<file path="config.mk">
export PLATFORM = sky130hd
export DESIGN_NAME = aoc_char_feeder
export DESIGN_NICKNAME = d
export VERILOG_FILES = /design/src/rtl/aoc_char_feeder.sv
export SDC_FILE = /design/constraint.sdc
export NUM_CORES = 1
export LEC_CHECK = 0
export ABC_AREA = 1
export BUFFER_PORTS_ARGS = -buffer_cell sky130_fd_sc_hd__buf_2
export CORE_MARGIN = 3
export CORE_UTILIZATION = 47
export CTS_BUF_LIST = sky130_fd_sc_hd__clkbuf_8 sky130_fd_sc_hd__clkbuf_16
export CTS_CLUSTER_SIZE = 14
export DETAILED_ROUTE_END_ITERATION = 10
export SYNTH_ARGS = -nofsm -noshare
export SYNTH_HDL_FRONTEND = slang
export SYNTH_SLANG_ARGS = --single-unit
</file>
<file path="constraint.sdc">
create_clock -name clk -period 5.6 [get_ports clk]
set_input_delay 0.56 -clock clk [delete_from_list [all_inputs] [get_ports clk]]
set_output_delay 0.56 -clock clk [all_outputs]
set_load 0.005 [all_outputs]
</file>
<file path="src/rtl/aoc_char_feeder.sv">
// Byte-stream front end: FWFT FIFO with CR strip, guaranteed trailing LF and end-of-stream flag.
// Build option: define AOC_CHAR_FEEDER_CR_STRIP_EN to discard 8'h0D on input.
module aoc_char_feeder #(
  parameter int DEPTH = 16
) (
  input  logic        clk,
  input  logic        rst,
  input  logic        in_valid,
  input  logic [7:0]  in_char,
  input  logic        in_last,
  output logic        in_ready,
  output logic        out_valid,
  output logic [7:0]  out_char,
  input  logic        out_ready,
  output logic        done,
  output logic [31:0] byte_count
);

  localparam int AW = $clog2(DEPTH);
  localparam logic [AW:0] FULL_CNT = (AW+1)'(DEPTH);

  // IDLE: post-reset hold-off, RUN: accept, APPEND: add final LF, DRAIN: empty FIFO, DONE: terminal
  typedef enum logic [2:0] {
    ST_IDLE,
    ST_RUN,
    ST_APPEND,
    ST_DRAIN,
    ST_DONE
  } state_t;

  state_t            state_q, state_d;
  logic [7:0]        mem_q [DEPTH];
  logic [AW-1:0]     wr_ptr_q, wr_ptr_d;
  logic [AW-1:0]     rd_ptr_q, rd_ptr_d;
  logic [AW:0]       count_q, count_d;
  logic              line_open_q, line_open_d;
  logic [31:0]       byte_count_q, byte_count_d;

  logic              full, empty, accept, pop, cr_drop, wr_en, drained_next;
  logic [7:0]        wr_data;

  assign full       = (count_q == FULL_CNT);
  assign empty      = (count_q == '0);
  assign in_ready   = (state_q == ST_RUN) && !full;
  assign accept     = in_valid && in_ready;
  assign out_valid  = !empty;
  assign out_char   = out_valid ? mem_q[rd_ptr_q] : 8'h00;
  assign pop        = out_valid && out_ready;
  assign done       = (state_q == ST_DONE);
  assign byte_count = byte_count_q;

  // Occupancy after this edge is zero: nothing stored, or the only entry is leaving now.
  assign drained_next = empty || ((count_q == (AW+1)'(1)) && pop);

`ifdef AOC_CHAR_FEEDER_CR_STRIP_EN
  assign cr_drop = (in_char == 8'h0D);
`else
  assign cr_drop = 1'b0;
`endif

  always_comb begin
    state_d     = state_q;
    line_open_d = line_open_q;
    wr_en       = 1'b0;
    wr_data     = in_char;
    case (state_q)
      ST_IDLE: state_d = ST_RUN;
      ST_RUN: begin
        if (accept) begin
          wr_en = !cr_drop;
          if (!cr_drop) line_open_d = (in_char != 8'h0A);
          if (in_last) state_d = line_open_d ? ST_APPEND : ST_DRAIN;
        end
      end
      ST_APPEND: begin
        wr_data = 8'h0A;
        if (!full) begin
          wr_en       = 1'b1;
          line_open_d = 1'b0;
          state_d     = ST_DRAIN;
        end
      end
      ST_DRAIN: begin
        if (drained_next) state_d = ST_DONE;
      end
      ST_DONE: state_d = ST_DONE;
      default: state_d = ST_IDLE;
    endcase
  end

  always_comb begin
    wr_ptr_d     = wr_ptr_q;
    rd_ptr_d     = rd_ptr_q;
    count_d      = count_q;
    byte_count_d = byte_count_q;
    if (wr_en) wr_ptr_d = wr_ptr_q + 1'b1;
    if (pop) begin
      rd_ptr_d = rd_ptr_q + 1'b1;
      if (byte_count_q != 32'hFFFF_FFFF) byte_count_d = byte_count_q + 32'd1;
    end
    case ({wr_en, pop})
      2'b10:   count_d = count_q + 1'b1;
      2'b01:   count_d = count_q - 1'b1;
      default: count_d = count_q;
    endcase
  end

  always_ff @(posedge clk or posedge rst) begin
    if (rst) begin
      state_q      <= ST_IDLE;
      wr_ptr_q     <= '0;
      rd_ptr_q     <= '0;
      count_q      <= '0;
      line_open_q  <= 1'b0;
      byte_count_q <= '0;
    end else begin
      state_q      <= state_d;
      wr_ptr_q     <= wr_ptr_d;
      rd_ptr_q     <= rd_ptr_d;
      count_q      <= count_d;
      line_open_q  <= line_open_d;
      byte_count_q <= byte_count_d;
    end
  end

  // Storage needs no reset: out_char is masked while the FIFO is empty.
  always_ff @(posedge clk) begin
    if (wr_en) mem_q[wr_ptr_q] <= wr_data;
  end

endmodule

</file>
### Yosys cells after proc, flatten, opt, wreduce, memory -nomap -nowiden

Memory sizes are Yosys's and may differ from the RTL's.
Cells that the tools add are included.

| storage, ports and cells | value |
|---|---|
| flip-flop bits (word level) | 48 |
| bits in writable memories | 128 |
| bits of input ports | 13 |
| output and inout bits | 43 |
| logic and storage cells | 53 |
| memories | 1 |

| cells by class | value |
|---|---|
| $add $sub $neg | 5 |
| eq/ne operators | 14 |
| mux-type cells | 16 |
| reductions and logical operators | 12 |

Memories:

| name | words | width | read ports | clocked after memory_dff | wr ports | RTL line | source |
|---|---|---|---|---|---|---|---|
| mem_q | 16 | 8 | 1 | 0 | 1 | 32 | `logic [7:0] mem_q [DEPTH];` |

Operators by type and width:

| operator | count |
|---|---|
| 32-bit by 1-bit adder with 32-bit output, second input constant | 1 |
| 32-bit inequality test, second input constant | 1 |
| 8-bit 2-to-1 mux | 2 |
| 3-bit case mux with 5 select lines | 1 |
| 3-bit 2-to-1 mux | 4 |
| 5-bit case mux with 2 select lines | 1 |
| 4-bit by 1-bit adder with 4-bit output, second input constant | 2 |
| 2-bit inequality test, second input constant | 4 |
| 8-bit by 4-bit inequality test with 1-bit output, second input constant | 1 |
| 1-bit 2-to-1 mux | 7 |
| 3-bit by 2-bit == test with 1-bit output, second input constant | 2 |
| 5-bit by 1-bit adder with 5-bit output, second input constant | 1 |
| 5-bit by 1-bit == test with 1-bit output, second input constant | 1 |
| 5-bit == test, second input constant | 1 |
| 5-bit logical NOT | 1 |
| 5-bit by 1-bit subtractor with 5-bit output, second input constant | 1 |
| 1-bit logical AND | 4 |
| 4-bit AND reduction | 1 |
| 3-bit by 1-bit == test with 1-bit output, second input constant | 1 |
| 3-bit == test, second input constant | 1 |
| 3-bit logical NOT | 1 |
| 2-bit by 1-bit == test with 1-bit output, second input constant | 1 |
| 2-bit == test, second input constant | 1 |
| 1-bit logical NOT | 2 |
| other kinds (4) | 4 |

### Longest topological paths before layout

| logic depth | value |
|---|---|
| depth after elaboration | 10 |
| depth in mapped cells | 13 |
| depth with buffers taken out | 13 |

### Worst setup path before layout

No wires, ideal clock.

| timing path | value |
|---|---|
| kind | reg-to-reg |
| start | reg count_q[0] |
| end | mem mem_q[11][0], enable pin |
| setup time | 383 ps |
| data arrival time | 1802 ps |
| data required time | 5217 ps |
| path slack | 3414 ps |
| cell stages (with the launch flop) | 8 |
| path buffers | 0 |
| period minus slack after synthesis | 2186 ps |
| cells stage by stage | dfrtp_1 -> inv_1 -> ha_1 -> nand3_1 -> nand3_1 -> nand2_1 -> inv_1 -> nor3_1 |

| on the way | value |
|---|---|
| longest elaborated chain between the ends | 8 |
| elaborated cells on any way between the ends | 9 |
| classes of those cells | eq/ne (1); mux (5); reduce/logical (3) |

Ends and longest elaborated chain:

| what | RTL line | source |
|---|---|---|
| start, declared | 35 | `logic [AW:0] count_q, count_d;` |
| start signal, assigned | 120 | `count_q <= count_d;` |
| 5-bit == test * | 42 | `assign full = (count_q == FULL_CNT);` |
| 1-bit logical NOT | -- |  |
| 1-bit logical AND | 44 | `assign in_ready = (state_q == ST_RUN) && !full;` |
| 1-bit logical AND | 45 | `assign accept = in_valid && in_ready;` |
| 1-bit 2-to-1 mux | 69 | `if (accept) begin` |
| 1-bit case mux with 2 select lines * | 66 | `case (state_q)` |
| 1-bit 2-to-1 mux * | 128 | `if (wr_en) mem_q[wr_ptr_q] <= wr_data;` |
| 1-bit 2-to-1 mux (implied by the code) * | 128 |  |
| end, declared | 32 |  |

Every way passes the cells marked *; elsewhere a longest branch is shown, timed or not.

### Worst setup path after layout

| timing path | value |
|---|---|
| start | reg rd_ptr_q[0] |
| end | out out_char[7] |

| on the way | value |
|---|---|
| longest elaborated chain between the ends | 2 |

Ends and longest elaborated chain:

| what | RTL line | source |
|---|---|---|
| start, declared | 34 | `logic [AW-1:0] rd_ptr_q, rd_ptr_d;` |
| start signal, assigned | 119 | `rd_ptr_q <= rd_ptr_d;` |
| memory 16 x 8 bit | -- |  |
| 8-bit 2-to-1 mux | 47 | `assign out_char = out_valid ? mem_q[rd_ptr_q] : 8'h00;` |
| end, declared | 13 | `output logic [7:0] out_char,` |

No other way between the ends.

==> results.cfg <==
[clocking]
clk_path_buf_depth = 2
cts.sink_count = 176
worst_skew_pair.late_latency_ns = 0.43
clk_pin_slew_worst_paths_ns = 0.07
post-cts-setup-buffers = 0
ctsHtreeMaxLevel = 4
cts_hold_buffers = 0
tritoncts_clock_tree = done
cts-root-buf = clkbuf_16
cts_resized = 0
cts_made_buffers = 17

[timing]
fin_worst_skew_ns = 0.0142
totalNegativeSetupSlack_ns = 0
worstMarginPinSlew_ns = 1.26
timing.final.crit_period_ns = 3.19
max_clock_freq_mhz = 314
fin_crit_sh = 0.569
finalHoldViolCount = 0
grt_setup_unrepaired = false
final_max_slew_viol_count = 0
max-slew-margin-rel = 0.156
setup_viol_count_final = 0

[logic_synthesis]
post_synth_and_or_nand_nor_area_fraction = 0.293
post_synthesis_net_count = 947
syn-cell-area_um2 = 8380
synthesis.yosys.warnings = 0
synth_top_family_by_area = simple AND/OR/NAND/NOR gates
complex_gate_fraction_of_the_synthesized_area = 0.0154
yosysUniqueCellTypes = 27
syn_area_per_cell_um2 = 9.08
ys_ff_latch = 176
seq_total_area_yosys = 0.602
synth_enable_flop_cells = 128
synthXorXnorAreaFrac = 0.0251
synthCells = 923
synth.area.mux_share = 0
synth_async_sr_flop_share = 0.273
synth-adder-area-share = 0.0164
yosys_most_used_dff = edfxtp_1

[detailed_routing]
wire_length_on_met3_um = 913
drt_wl_total_um = 19900
route.met2.wl_um = 9960
detail_route.first_pass.iterations = 5
antenna_violating_nets_left = 0
maxUsedRoutingLayer = met4
initialDrtViolationCount = 406
via_count = 6262
wire_per_inst_um = 16.5
drc = 0
viasPerCell = 5.17
route.layer.met1.wl_um = 8780

[setup_path]
timing.critical_path.fanout_max = 65
rr_worst_depth = 7
crit_path_required_time_ns = 5.04
worst_setup_path_start_kind = flip-flop
data_arrival_time_of_the_critical_path_ns = 2.63
cp-end-kind = output pin
worst-setup-path-type = reg2out

[pwr]
switching_power_w = 0.00165
power.sequential.fraction = 0.392
comb_power_frac = 0.326
netSwitchingFraction = 0.367
clock_power_share = 0.282
power.ir.vdd_worst_uv = 265
cellInternalPower_w = 0.00284
total_leakage_power_nw = 3.99
power.density_cell_area_nw_per_um2 = 474

[run]
maxCapViolations = 0

[floorplanning]
core_region_area_um2 = 17400
die_y_um = 140
fp.dieW_um = 140
die_area_um2 = 19500
ios = 56
placement_rows = 48
initial_core_util = 0.483

[global_routing]
grt_start_max_net_pins = 67
grt_first_pass_wirelength_um = 32500
track_usage = 0.213
first_global_vias = 6027
antenna_found_initial = 0
overflow_left_after_global_routing = 0

[worst_hold_path]
hold_path_class = in2async

[layout]
finalInstanceArea_um2 = 9470
layout_area_growth_over_synthesis_pct = 13.1
antenna_cells_inserted = 0
layout.core_utilization = 0.546
final_net_count = 999
layout-drive-gt1-share = 0.112

[placement]
portBuffers = 55
post_place_instance_area_um2 = 8840
place_congestion = 0.851
post-dp-hpwl_um = 13200

[status]
run_status = finished clean
-- final cells by class --
cell class	instances	area, µm²
multi-input combinational	651	2930
timing repair buffer	64	343
clock buffer	17	425
inverter	65	244
clock inverter	14	201
sequential	176	5050
tap	225	282
fill	1557	7890
-- cells in the mapped netlist (all sizes together), types with 2 or more instances --
| library cell | number | share of area |
|---|---|---|
| nand2 | 370 | 0.17 |
| edfxtp | 128 | 0.46 |
| nand3 | 121 | 0.072 |
| nor2 | 82 | 0.039 |
| inv | 63 | 0.028 |
| dfrtp | 48 | 0.14 |
| buf | 21 | 0.014 |
| xor2 | 16 | 0.017 |
| o21ai | 13 | 0.0078 |
| nand4 | 12 | 0.0090 |
| ha | 11 | 0.016 |
| a21oi | 10 | 0.0060 |
| clkbuf | 10 | 0.0045 |
| xnor2 | 8 | 0.0084 |
| nor3 | 3 | 0.0018 |
| clkinv | 2 | 0.00090 |
| nand3b | 2 | 0.0018 |
-- routing by layer --
layer,vias up,track usage
met3,22,0.0378
met5,-,0
met2,148,0.353
li1,3126,-
met1,2966,0.288
met4,0,0.0664
-- worst paths after layout --
kind / startpoint / slack [ns] / endpoint
hold / removal: rst / 0.30 / byte_count[28]$_DFFE_PP0P_
setup reg to reg: state_q[0]$_DFFE_PP0P_ / 2.95 / mem_q[9][4]$_DFFE_PP_
max in group asynchronous: rst / 4.84 / rd_ptr_q[0]$_DFFE_PP0P_
setup / recovery: rd_ptr_q[0]$_DFFE_PP0P_ / 2.41 / out_char[7]
min in group clk: out_ready / 0.47 / rd_ptr_q[0]$_DFFE_PP0P_
hold reg to reg: count_q[4]$_DFFE_PP0P_ / 0.53 / count_q[4]$_DFFE_PP0P_
-- through the flow --
stage / setup WS (ns) / hold WS, ns / power, W / std cells
final: 2.41 / 0.298 / 0.00449 / 1212
after global routing: 2.17 / 0.352 / 0.00479 / 1212
after CTS: 2.41 / 0.309 / 0.00454 / 1212
after detailed placement: 2.89 / 0.522 / 0.00327 / 1181
after global placement: 2.89 / 0.507 / 0.00325 / 1181
after floorplan: 3.41 / 0.484 / 0.00277 / 923
-- sequential cells by signal, indices dropped and copies added, names as in the netlist --
| signal | count |
|---|---|
| mem_q | 128 |
| rd_ptr_q | 4 |
| byte_count | 32 |
| state_q | 3 |
| count_q | 5 |
| wr_ptr_q | 4 |
-- logic make-up (layout without fill, tap and decap cells) --
logic type / count (synthesis) / after routing
AOI/OAI and AO/OA: 25 / 25
xor gates and xnor gates: 24 / 24
adders and majority gates: 11 / 11
buffers and inverters: 96 / 160
DFF: 176 / 176
and+or+nand+nor: 591 / 591
-- power groups by stage --
stage / Sequential, W / Combinational (W) / Clock [W]
6_report: 0.00176 / 0.00146 / 0.00127
5_1_grt: 0.00178 / 0.00166 / 0.00135
4_1_cts: 0.00176 / 0.00149 / 0.00129
3_5_place_dp: 0.00179 / 0.00148 / 0
3_3_place_gp: 0.00178 / 0.00147 / 0
2_1_floorplan: 0.00174 / 0.00104 / 0
-- critical path: stages (launching register included) --
cell	delay (ns)
dfrtp_2	0.40
inv_2	0.85
nand2_1	0.14
nand3_1	0.14
nand3_1	0.11
nand2_1	0.12
nand2_1	0.05
a21oi_1	0.21
buf_2	0.17
-- layout by cell type, fill, tap and decap left out --
master / netlist / final
nand4_1: 12 / 12
buf_4: 0 / 9
nor3_1: 3 / 3
nand2_2: 1 / 1
dfrtp_1: 48 / 47
o21ai_1: 0 / 1
nand2_1: 367 / 367
buf_2: 6 / 55
edfxtp_1: 128 / 128
nand2_4: 2 / 2
clkinv_1: 2 / 2
dfrtp_2: 0 / 1
o22ai_1: 1 / 1
nand3_1: 121 / 121
nor2_4: 1 / 1
clkbuf_16: 0 / 17
o211ai_1: 1 / 1
inv_2: 2 / 4
a21oi_1: 10 / 10
xor2_1: 16 / 16
xnor2_1: 8 / 8
nand3b_1: 2 / 2
or2_2: 1 / 1
bufinv_16: 0 / 4
nor2_2: 6 / 6
inv_6: 0 / 5
clkinvlp_4: 0 / 5
o21ai_0: 13 / 12
nor2_1: 75 / 75
inv_1: 61 / 59
ha_1: 11 / 11
Note: power is estimated with default switching activity, not from simulation.
